**config.mk**
```make
export PLATFORM = sky130hd
export DESIGN_NAME = fir_channel_scheduler
export DESIGN_NICKNAME = d
export VERILOG_FILES = /design/src/rtl/fir_channel_scheduler.sv
export SDC_FILE = /design/constraint.sdc
export NUM_CORES = 1
export LEC_CHECK = 0
export ABC_AREA = 1
export CAP_MARGIN = 20
export CORE_MARGIN = 4
export CORE_UTILIZATION = 30
export CTS_CLUSTER_SIZE = 28
export DETAILED_ROUTE_END_ITERATION = 8
export GPL_TIMING_DRIVEN = 0
export PLACE_DENSITY = 0.62
export SLEW_MARGIN = 15
export SYNTH_ARGS = -nofsm -noshare
export SYNTH_HDL_FRONTEND = slang
export SYNTH_SLANG_ARGS = --single-unit
export TNS_END_PERCENT = 5
```
**constraint.sdc**
```tcl
create_clock -name clk_in -period 1.7 [get_ports clk_in]
set_input_delay 0.51 -clock clk_in [delete_from_list [all_inputs] [get_ports clk_in]]
set_output_delay 0.51 -clock clk_in [all_outputs]
set_load 0.02 [all_outputs]
```
**src/rtl/fir_channel_scheduler.sv**
```systemverilog
// rtl/fir_channel_scheduler.sv - round-robin job scheduler sharing one serial-MAC FIR engine across channels

module fir_channel_scheduler #(
    parameter int NUM_CH         = 2,
    parameter int CH_W           = (NUM_CH > 1) ? $clog2(NUM_CH) : 1,
    parameter int TIMEOUT_CYCLES = 64
) (
    input  logic                 clk_in,
    input  logic                 rst_in,
    input  logic [NUM_CH-1:0]    sample_valid_in,
    input  logic [16*NUM_CH-1:0] sample_in,
    input  logic                 ovr_clr_in,
    output logic                 fir_ready_out,
    output logic [15:0]          fir_sample_out,
    output logic [CH_W-1:0]      fir_chan_out,
    input  logic                 fir_done_in,
    input  logic [15:0]          fir_result_in,
    output logic                 result_valid_out,
    output logic [CH_W-1:0]      result_chan_out,
    output logic [15:0]          result_out,
    output logic [NUM_CH-1:0]    overrun_out,
    output logic                 timeout_out,
    output logic                 busy_out
);

    localparam int TW = $clog2(TIMEOUT_CYCLES) + 1;
    localparam logic [TW-1:0] TIMER_LAST = TW'(TIMEOUT_CYCLES - 1);

    typedef enum logic [1:0] {
        IDLE    = 2'd0,
        ISSUE   = 2'd1,
        WAIT    = 2'd2,
        CAPTURE = 2'd3
    } state_t;

    state_t             state;
    logic [NUM_CH-1:0]  pending;
    logic [15:0]        pend_data [NUM_CH];
    logic [CH_W-1:0]    last_grant;
    logic [TW-1:0]      timer;

    logic               grant_found;
    logic [CH_W-1:0]    grant_idx;
    logic               grant_fire;
    logic [NUM_CH-1:0]  grant_mask;
    logic [NUM_CH-1:0]  new_ovr;

    // Find the first pending channel after the last one served, wrapping around
    always_comb begin
        int              cand;
        logic [CH_W-1:0] cand_idx;
        grant_found = 1'b0;
        grant_idx   = '0;
        cand        = 0;
        cand_idx    = '0;
        for (int i = 1; i <= NUM_CH; i++) begin
            cand     = (int'(last_grant) + i) % NUM_CH;
            cand_idx = CH_W'(cand);
            if (!grant_found && pending[cand_idx]) begin
                grant_found = 1'b1;
                grant_idx   = cand_idx;
            end
        end
    end

    // A grant only happens from IDLE; the mask lets a same-cycle strobe re-arm the channel without overrun
    always_comb begin
        grant_fire = (state == IDLE) && grant_found;
        grant_mask = '0;
        if (grant_fire) begin
            grant_mask[grant_idx] = 1'b1;
        end
        new_ovr = sample_valid_in & pending & ~grant_mask;
    end

    // Pending sample store and sticky overrun flags
    always_ff @(posedge clk_in) begin
        if (rst_in) begin
            pending     <= '0;
            overrun_out <= '0;
            for (int k = 0; k < NUM_CH; k++) begin
                pend_data[k] <= '0;
            end
        end else begin
            for (int k = 0; k < NUM_CH; k++) begin
                if (sample_valid_in[k]) begin
                    pend_data[k] <= sample_in[16*k +: 16];
                end
            end
            pending     <= (pending & ~grant_mask) | sample_valid_in;
            overrun_out <= (ovr_clr_in ? '0 : overrun_out) | new_ovr;
        end
    end

    // Job sequencing: grant, start pulse, wait for done or timeout, capture result
    always_ff @(posedge clk_in) begin
        if (rst_in) begin
            state            <= IDLE;
            last_grant       <= CH_W'(NUM_CH - 1);
            timer            <= '0;
            fir_ready_out    <= 1'b0;
            fir_sample_out   <= '0;
            fir_chan_out     <= '0;
            result_valid_out <= 1'b0;
            result_chan_out  <= '0;
            result_out       <= '0;
            timeout_out      <= 1'b0;
        end else begin
            fir_ready_out    <= 1'b0;
            result_valid_out <= 1'b0;
            timeout_out      <= 1'b0;
            case (state)
                IDLE: begin
                    if (grant_fire) begin
                        fir_chan_out   <= grant_idx;
                        fir_sample_out <= pend_data[grant_idx];
                        last_grant     <= grant_idx;
                        fir_ready_out  <= 1'b1;
                        state          <= ISSUE;
                    end
                end
                ISSUE: begin
                    timer <= '0;
                    state <= WAIT;
                end
                WAIT: begin
                    if (fir_done_in) begin
                        state <= CAPTURE;
                    end else if (timer + 1'b1 == TIMER_LAST) begin
                        timer       <= '0;
                        timeout_out <= 1'b1;
                        state       <= IDLE;
                    end else begin
                        timer <= timer + 1'b1;
                    end
                end
                CAPTURE: begin
                    result_out       <= fir_result_in;
                    result_chan_out  <= fir_chan_out;
                    result_valid_out <= 1'b1;
                    state            <= IDLE;
                end
                default: begin
                    state <= IDLE;
                end
            endcase
        end
    end

    assign busy_out = (state != IDLE);

endmodule
```
# ---- Word-level counts from Yosys, hierarchy flattened
# Memory sizes are Yosys's and may differ from the RTL's. A register that Yosys moved wholly into a read port is not among the register bits.
# Cells that the tools add are included.
dict set report op_classes {
  add_sub_neg 3
  order_cmp 4
  n_eq_ne 7
  n_mux 32
  bitwise 10
  reduce_logical 12
}
# cell count
set ops {}
lappend ops {{$mux W16} 2}
lappend ops {{$mux W1} 20}
lappend ops {{$mux W7} 2}
lappend ops {{$pmux W7 S2} 1}
lappend ops {{$mux W2} 5}
lappend ops {{$pmux W2 S4} 1}
lappend ops {{$add A7 B1 Y7 const B} 1}
lappend ops {{$eq A7 B6 Y1 const B} 1}
lappend ops {{$and A2 B2 Y2} 3}
lappend ops {{$lt A1 B2 Y1 const B} 3}
lappend ops {{$reduce_and A2 Y1} 3}
lappend ops {{$eq A2 B2 Y1 const B} 2}
lappend ops {{$ne A2 B2 Y1 const B} 2}
lappend ops {{$or A2 B2 Y2} 2}
lappend ops {{$reduce_bool A2 Y1} 2}
lappend ops {{$logic_and A1 B1 Y1} 3}
lappend ops {{$ne A3 B3 Y1 const B} 1}
lappend ops {{$reduce_or A3 Y1} 1}
lappend ops {{$add A1 B1 Y1 const B} 2}
lappend ops {{$eq A2 B1 Y1 const B} 1}
lappend ops {{$logic_not A2 Y1} 1}
lappend ops {{$not A1 Y1} 2}
lappend ops {{$not A2 Y2} 1}
lappend ops {{$or A1 B1 Y1} 2}
lappend ops {{4 further kinds} 4}
dict set report word_totals {
  reg_bits 35
  ramBits 32
  inputBits 54
  word_cells 80
  memories 1
}
# memory depth word_bits rd rd_clocked_by_memory_dff wr line_no
set mem_list {}
lappend mem_list {pend_data 2 16 1 1 2 38} ;# logic [15:0] pend_data [NUM_CH];

# ---- Depth between registers and ports, before layout
dict set report depth {
  depth_word 15
  depth_mapped 12
}

# ---- Worst setup path before layout
# OpenSTA, ideal clock, no wires.
dict set report synth_path {
  kind {input port to flip-flop}
  from {in rst_in}
  to {mem pend_data[1][0] (enable)}
  setup_ns 0.363
  t_arrival_ns 1.330
  required_ns 1.337
  path_slack_ns 0.007
  path_stages 4
  n_path_buf 2
  path_cell_list {buf_2 -> inv_1 -> clkbuf_1 -> nand2_1}
}
# item line_no
set synth_rtl {}
lappend synth_rtl {{start, declared} 9} ;# input logic rst_in,
lappend synth_rtl {{end, declared} 38}

# ---- Worst setup path in the final report
dict set report layout_path {
  from {reg state[1]}
  to {out busy_out}
}
dict set report layout_via {
  elab_chain_cells 1
}
# item line_no
set layout_lines {}
lappend layout_lines {{start, declared} 36} ;# state_t state;
lappend layout_lines {{start signal, assigned} 98} ;# state <= IDLE;
lappend layout_lines {{start signal, assigned} 119} ;# state <= ISSUE;
lappend layout_lines {{start signal, assigned} 124} ;# state <= WAIT;
lappend layout_lines {{$reduce_bool A2 Y1} 150} ;# assign busy_out = (state != IDLE);
lappend layout_lines {{end, declared} 23} ;# output logic busy_out
# Every way passes these cells.

==> reports/qor.csv <==
stage,metric,value,unit
global_route,first-pass GRT wire length,13200,um
detailed_routing,WL per Instance,12.7,um
timing,Rel. slew slack,0.624,
setup_path,CP endpoint kind,output pin,
power,PwrDens,1020,nW/um2
synth,Post-Syn Area per Cell,8.61,um2
run_status,status,finished clean,
power,Comb power frac,0.204,
floorplanning,area of the core,10800,um2
layout,Multi-input gate area,1060,um2
global_route,vias in the first global route,2873,
power,sw frac,0.300,
timing,setup_tns,0,ns
timing,worst clock skew,0.00946,ns
layout,share of layout cells above drive strength 1,0.0870,
detailed_routing,Met3 Routed Length,486,um
cts,CTS tree,done,
global_route,total gr overflow,0,
timing,Max Freq,0.599,GHz
placed_design,Final HPWL DP,5880,um
synth,Seq cells post-synth,83,
global_route,Total GRT Usage,0.129,
synth,syn nets,442,
detailed_routing,1st-iter DRT viols,169,
cts,clock-pin slew of the registers on the worst-case setup and hold paths,0.08,ns
timing,"Slew Viols, Final",0,
detailed_routing,DRC,0,
timing,Tcrit/Tclk final,0.982,
placed_design,input/output buffers,92,
detailed_routing,Metal-1 WL,3450,um
timing,setup violators final,0,
synth,post-synthesis sequential area ratio,0.596,
power,Clock power frac,0.291,
floorplanning,# rows,38,
floorplanning,die outline height,113,um
floorplanning,I/O Pins,94,
timing,RSZ-0062 raised after global routing,true,
layout,FF/Latch Area,1980,um2
setup_path,critical path type,register to output pin,
setup_path,"Arr. time, crit path",1.16,ns
power,Pleak,0.00206,uW
layout,diode count,0,
cts,CTS Sinks,83,
detailed_routing,met2 wire length,3890,um
detailed_routing,DR top layer,met4,
synth,synth unique cells,26,
floorplanning,die footprint,12800,um2
timing,Worst-Margin Slew,0.564,ns
layout,Area growth syn-to-layout,37.5,%
power,Worst VDD drop,0.392,mV
floorplanning,Initial Util,0.307,
run,max_cap viols,0,
synth,"Cell Area, Synth",3320,um2
synth,Post-Syn Instances,386,
layout,# fillers,1088,
cts,Clock Path Buffers,2,
hold_path,Min-Delay Path Class,input port to register,
global_route,initial antenna violation count,0,
timing,Hold WS,0.423,ns
placed_design,GPL Wtd Cong,0.765,
timing,minimum clock period,1.67,ns
detailed_routing,drt first pass iters,4,
power,Sw Pwr,1400,uW
detailed_routing,routed wire length,8020,um
global_route,largest net degree at the start of global routing,17,
cts,Max H-tree Level,3,
detailed_routing,Vias/cell,4.35,
power,Internal,3260,uW
floorplanning,Die Width,113,um
setup_path,Crit Path Max Fanout,3,
timing,final hold violation count,0,
cts,Num CTS Buffers,9,
power,Seq pwr share,0.505,
detailed_routing,Antenna Nets Post-Route,0,
synth,Ys Warns,0,
cts,Clock Root Buffer,clkbuf_8,
setup_path,Critical Path Source Type,register,
setup_path,"Req. time, crit path",1.19,ns
layout,nets,545,
detailed_routing,total number of vias,2759,
cts,worst skew pair latency,0.36,ns
per-layer routing:
layer  vias up  global-route usage
met5         -                   0
met4         0              0.0497
met3        19              0.0364
met2        87               0.225
met1      1234               0.150
li1       1419                   -
synthesized netlist by cell type:
master / n / share of area
a21oi_1: 11 / 0.017
a31oi_1: 16 / 0.030
buf_2: 3 / 0.0045
buf_6: 2 / 0.0068
clkbuf_1: 10 / 0.011
clkinv_1: 1 / 0.0011
dfxtp_1: 51 / 0.31
edfxtp_1: 32 / 0.29
ha_1: 2 / 0.0075
inv_1: 55 / 0.062
inv_2: 1 / 0.0011
nand2_1: 80 / 0.090
nand2_2: 3 / 0.0056
nand2_4: 1 / 0.0034
nand3_1: 11 / 0.017
nand3_2: 2 / 0.0060
nor2_1: 72 / 0.081
nor2_2: 4 / 0.0075
nor2_4: 2 / 0.0068
nor3_1: 1 / 0.0015
o21ai_0: 20 / 0.030
o21ai_1: 1 / 0.0015
o21ai_2: 1 / 0.0026
o31ai_1: 2 / 0.0045
or2_1: 1 / 0.0019
xor2_1: 1 / 0.0026
final timing paths:
| path | start | end | cells past startpoint | slack [ns] |
|---|---|---|---|---|
| setup / recovery | state[1] | busy_out | 3 | 0.03 |
| setup reg to reg | timer[0] | state[0] | 12 | 0.20 |
| hold / removal | rst_in | overrun_out[1] | 2 | 0.42 |
| hold reg to reg | result_chan_out | result_chan_out | 2 | 0.48 |
critical path, cell delays in order (launching register included):
cell,delay (ns)
dfxtp_1,0.34
nor2_2,0.16
inv_1,0.12
buf_2,0.19
power by group through the flow:
| stage | combinational (uW) | sequential [uW] | clock [uW] |
|---|---|---|---|
| 2_1_floorplan | 440 | 2510 | 0 |
| 3_3_place_gp | 1020 | 2400 | 0 |
| 3_5_place_dp | 1030 | 2410 | 0 |
| 4_1_cts | 965 | 2360 | 1380 |
| 5_1_grt | 1050 | 2380 | 1460 |
| 6_report | 952 | 2360 | 1360 |
placed cells by master, fill, tap and decap left out, types with 4 or more instances in the layout:
| master | Yosys | final |
|---|---|---|
| a21oi_1 | 11 | 11 |
| a31oi_1 | 16 | 16 |
| buf_2 | 3 | 4 |
| clkbuf_1 | 10 | 9 |
| clkbuf_8 | 0 | 11 |
| clkdlybuf4s50_1 | 0 | 52 |
| dfxtp_1 | 51 | 49 |
| dlygate4sd2_1 | 0 | 39 |
| edfxtp_1 | 32 | 32 |
| inv_1 | 55 | 55 |
| nand2_1 | 80 | 78 |
| nand2_2 | 3 | 5 |
| nand3_1 | 11 | 11 |
| nor2_1 | 72 | 72 |
| nor2_2 | 4 | 4 |
| o21ai_0 | 20 | 20 |
cells by family (layout without fill, tap and decap cells):
family                   count (synthesis)  count (layout)  share of synthesized area
AND/OR/NAND/NOR                        177             177                      0.221
flip-flops                              83              83                      0.596
buffers and inverters                   72             180                     0.0870
AO/OA/AOI/OAI                           51              51                     0.0855
adder cells (fa/ha/maj)                  2               2                    0.00753
XOR/XNOR                                 1               1                    0.00264
per-stage QoR:
stage	cell area (um2)	cells	util	power [uW]	worst slack, ns
6_report	4570	634	0.422	4660	0.0301
5_1_grt	4570	634	0.422	4890	-0.0629
4_1_cts	4560	634	0.421	4700	-0.168
3_5_place_dp	4420	618	0.408	3440	-0.541
3_3_place_gp	4420	618	0.408	3420	-0.491
2_1_floorplan	3320	386	-	2950	0.00683
sequential cells by signal, indices dropped and copies added (netlist names):
register,cells
pending,2
result_valid_out,1
pend_data,32
result_out,16
overrun_out,2
fir_ready_out,1
timer,7
state,2
fir_chan_out,1
fir_sample_out,16
result_chan_out,1
timeout_out,1
last_grant,1
what timing repair did:
action / 4_1_cts / 5_1_grt
endpoints found under the setup margin: 92 / 45
resized for setup: 43 / 8
setup buffers: 0 / 0
hold buffers: 0 / 0
pin swaps: 0 / 0
final cells by class:
class                      count  area share
tap                          140      0.0383
multi-input combinational    231       0.233
clock buffer                  12      0.0339
buffer                        15      0.0170
clock inverter                 4     0.00739
sequential                    83       0.434
inverter                      57      0.0468
timing repair buffer          92       0.190
Note: power is estimated with default switching activity, not from simulation.
==> variant 1, RTL diff (same settings) <==
Encoding of `state_t`: now one-hot (4 bits for 4 states).
--- a/src/rtl/fir_channel_scheduler.sv
+++ b/src/rtl/fir_channel_scheduler.sv
@@ -26,11 +26,11 @@
     localparam int TW = $clog2(TIMEOUT_CYCLES) + 1;
     localparam logic [TW-1:0] TIMER_LAST = TW'(TIMEOUT_CYCLES - 1);
 
-    typedef enum logic [1:0] {
-        IDLE    = 2'd0,
-        ISSUE   = 2'd1,
-        WAIT    = 2'd2,
-        CAPTURE = 2'd3
+    typedef enum logic [3:0] {
+        IDLE    = 4'b0001,
+        ISSUE   = 4'b0010,
+        WAIT    = 4'b0100,
+        CAPTURE = 4'b1000
     } state_t;
 
     state_t             state;
Check against the original RTL: same outputs for any inputs over 4 cycles, from zero or initial values and one cycle with rst_in high; so few cycles prove little.
==> variant 1 against the unedited design <==
  * The run now ends with setup timing left
  * Hold slack improved by 8.0 ps
  * Clock skew fell by 3.2 ps
  * Setup slack got worse by 38 ps
  * Sequential cell count rose by 2
  * Wire length rose by 7.6%
  * Area after synthesis rose by 6.6%
  * Total power rose by 6.3%
  * Design area rose by 7.3%
  * Critical endpoint is now pend_data[1][2]
  * Largest power group unchanged
==> variant 1: results (changes against the unedited design) <==
WL final 8.63 mm (+7.6%); status finished with violations; dpl ws -590 ps (-48.9 ps); drt initial violations 100 (-41%); setup TNS -11.2 ps (-11.2 ps); reg2reg end state[2]; sequential share of cell area 41.3% (-2.1 points); Adder-Cell Fraction of Synth Area 0.706% (-0.047 points); largest net degree at the start of global routing 18 (+1); Synth Area in Compound Gates 9.43% (+0.88 points); final std cells w/o fill 653 (+3.0%); all-layer global routing usage 13.0% (+0.071 points); Crit Path Max Fanout 10 (+7); Post-Syn Instances 402 (+4.1%); first-pass GRT wire length 13.8 mm (+5.1%); CLK BUF 9 (-3); share of post-route cells with drive strength above 1 11.0% (+2.3 points); dpl cell area 4640 um^2 (+5.1%); placed cells 637 (+3.1%); CP arrival 1780 ps (+620 ps); NonClk Buf Share 20.1% (-0.56 points); vias in the first global route 2,841 (-1.1%); FF+latch count 85 (+2.4%); peak supply drop 0.000697 V (+78%); max incr delay on CP 500 ps (+160 ps); Setup-failing EPs final 2 (+2); HPWL after DPL 6.44 mm (+9.5%); clock skew 6.24 ps (-3.22 ps); slowest cell on the critical path clkdlybuf4s50_1; multi-input gates 242 (+4.8%); post-CTS sizing 45 (+4.7%); Synth top cells by count nor2_1 (78), dfxtp_1 (53), inv_1 (51); Syn Nets 458 (+3.6%); xor/xnor share of the synthesized area 0% (-0.26 points); Reg2Reg Setup Slack 140 ps (-60 ps); gpl congestion 0.797 (+4.2%); PnR worst setup slack -8.18 ps (-38.3 ps); Inverters 56 (-1.8%); Lkg Pwr 2.16 nW (+4.7%); Worst Max-Slew Pin Slew 559 ps (-4.64 ps); crit path launch sample_valid_in[1]; Layout fillers 1,135 (+4.3%); router iterations before antenna repair 5 (+1); Distinct cells, synth 29 (+12%); sequential power share 46.9% (-3.6 points); failing checks setup timing
[variant 1: cell types whose count changed after synthesis, moves of 2 or more]
cell | unedited run | this run
nand4_1 | 0 | 17
nand2_1 | 80 | 50
nor2_1 | 72 | 78
dfxtp_1 | 51 | 53
inv_1 | 55 | 51
nand3_1 | 11 | 26
inv_2 | 1 | 5
buf_6 | 2 | 5
o21ai_1 | 1 | 4
[variant 1: per-layer routing]
| layer | part of all wire (%) | global-route usage [%] |
|---|---|---|
| met3 | 5.7 | 3.32 |
| met2 | 48 | 21.6 |
| met4 | 0.68 | 3.67 |
| met1 | 46 | 16.6 |
| met5 | 0 | 0 |
[variant 1: worst min path at each step]
stage / slack, ps / cells past startpoint / to
2_1_floorplan: 430 / 2 / last_grant
3_3_place_gp: 440 / 2 / last_grant
3_5_place_dp: 460 / 2 / last_grant
4_1_cts: 430 / 2 / timeout_out
5_1_grt: 440 / 2 / timeout_out
6_report: 430 / 2 / timeout_out
==> variant 2, RTL diff (same settings) <==
Without the edit above. Set the parameter `TIMEOUT_CYCLES` to 32 (it was 64).
--- a/src/rtl/fir_channel_scheduler.sv
+++ b/src/rtl/fir_channel_scheduler.sv
@@ -3,7 +3,7 @@
 module fir_channel_scheduler #(
     parameter int NUM_CH         = 2,
     parameter int CH_W           = (NUM_CH > 1) ? $clog2(NUM_CH) : 1,
-    parameter int TIMEOUT_CYCLES = 64
+    parameter int TIMEOUT_CYCLES = 32
 ) (
     input  logic                 clk_in,
     input  logic                 rst_in,
Check against the original RTL: no difference found for any inputs over 4 cycles, from zero or initial values and one cycle with rst_in high; that may be too few to reach the edited logic, so the function may still have changed.
==> variant 2 against the unedited design <==
  * Non-clock buffer count did not move
  * Area after synthesis decreased by 2.9%
  * Clock skew grew 2.7 ps
  * Design area decreased by 0.52%
  * Count of clock-buffer cells in the layout is 2 lower
  * Maximum frequency rose by 2.6%
  * Critical path depth grew 1
  * Setup slack better by 43 ps
  * Combinational power rose by 0.6%
  * Sequential share of layout area is 0.24 points lower
  * Wire length shrank 7.4%
  * Sequential cell count fell by 1
  * Total power rose by 3.2%
  * Die area fell by 2.7%
  * Critical path type is now in -> reg
  * Critical endpoint is now pend_data[0][0]
==> variant 2: results (changes against the unedited design) <==
status finished, final reports clean; top cells by area, synth dfxtp_1 (31%), edfxtp_1 (30%), nand2_1 (8.6%), nor2_1 (8.3%), inv_1 (5.6%); htree depth 3 (unchanged); gpl congestion 0.789 (+3.2%); Worst slew margin 63.9% (+1.5 points); IO buf count 93 (+1.1%); Crit Path Max Fanout 16 (+13); max incr delay on CP 560 ps (+220 ps); DR WL/cell 12.1 um (-4.1%); DR vias/cell 4.26 (-2.2%); vias in the first global route 2,587 (-10%); nets@finish 527 (-3.3%); share of post-route cells with drive strength above 1 8.19% (-0.51 points); dpl cell area 4330 um^2 (-2.1%); Post-Syn Instances 367 (-4.9%); all-layer global routing usage 12.0% (-0.84 points); Synth top cells by count nand2_1 (74), nor2_1 (71), dfxtp_1 (50); Distinct cells, synth 27 (+3.8%); CP arrival 1680 ps (+520 ps); clock skew 12.2 ps (+2.72 ps); placed cells 596 (-3.6%); first-pass GRT wire length 12.1 mm (-8.0%); slowest cell on the critical path clkdlybuf4s50_1; Syn Nets 423 (-4.3%); Lkg Pwr 1.99 nW (-3.5%); sequential area share after synthesis 60.8% (+1.2 points); min-delay worst type reg -> reg
[variant 2: cell count changes after synthesis, sizes merged]
| cell | delta |
|---|---|
| xnor2 | +1 |
| xor2 | -1 |
| nand4 | +1 |
| nor2 | -3 |
| o21bai | +1 |
| o21ai | -1 |
| and2 | +1 |
| or2 | -1 |
| nand2 | -8 |
| clkbuf | -1 |
| dfxtp | -1 |
| inv | -7 |
[variant 2: cell type report]
type,instances,area (um^2)
flip-flops and latches,82,1960
inverters,50,188
repair buffers,93,877
fillers,1079,5870
plain buffers,14,81.3
well taps,136,170
multi-input cells,221,1050
clock inverters,6,88.8
clock buffers,10,128
[variant 2: kinds of logic after synthesis]
family	after synthesis	share of synthesized area, %
flip-flops	82	60.8
AO/OA/AOI/OAI	51	8.88
XOR/XNOR	1	0.272
buffers and inverters	64	7.87
adder cells (fa/ha/maj)	2	0.776
AND/OR/NAND/NOR	167	21.4
[variant 2: timing repair]
action	4_1_cts	5_1_grt
pin swaps	0	0
setup endpoints to repair	102	31
gates cloned	0	0
hold endpoints to repair	0	0
resized for setup	58	2
[variant 2: metal layers]
layer	global-route usage (%)	vias to the layer above	part of all wire, %
li1	-	1375	-
met1	14.0	1151	45
met2	21.0	70	48
met3	3.59	10	6.0
met4	4.22	0	1.3
met5	0	-	0
[variant 2: stage by stage]
| stage | setup slack, ps | utilization, % |
|---|---|---|
| final | 72.9 | 43.7 |
| after global routing | 22.8 | 43.7 |
| after CTS | -25.2 | 43.7 |
| after detailed placement | -875 | 41.5 |
| after global placement | -851 | 41.5 |
| after floorplan | 147 | - |
[variant 2: worst max-delay path, delay by kind of cell]
kind / cells / cell delay (ps)
simple gates: 1 / 170
buf+inv: 3 / 980
[variant 2: power by group]
part	switching [mW]	internal (mW)	leakage, nW
logic	0.572	0.386	1.14
clock network	0.691	0.831	0.105
registers	0.0907	2.24	0.749
total	1.35	3.46	1.99
[variant 2: path summary, 6_finish.rpt]
path / start / to / slack [ps] / cells past startpoint
hold / removal: last_grant / last_grant / 480 / 2
setup / recovery: rst_in / pend_data[0][0] / 70 / 4
hold reg to reg: last_grant / last_grant / 480 / 2
setup reg to reg: timer[1] / state[0] / 170 / 9
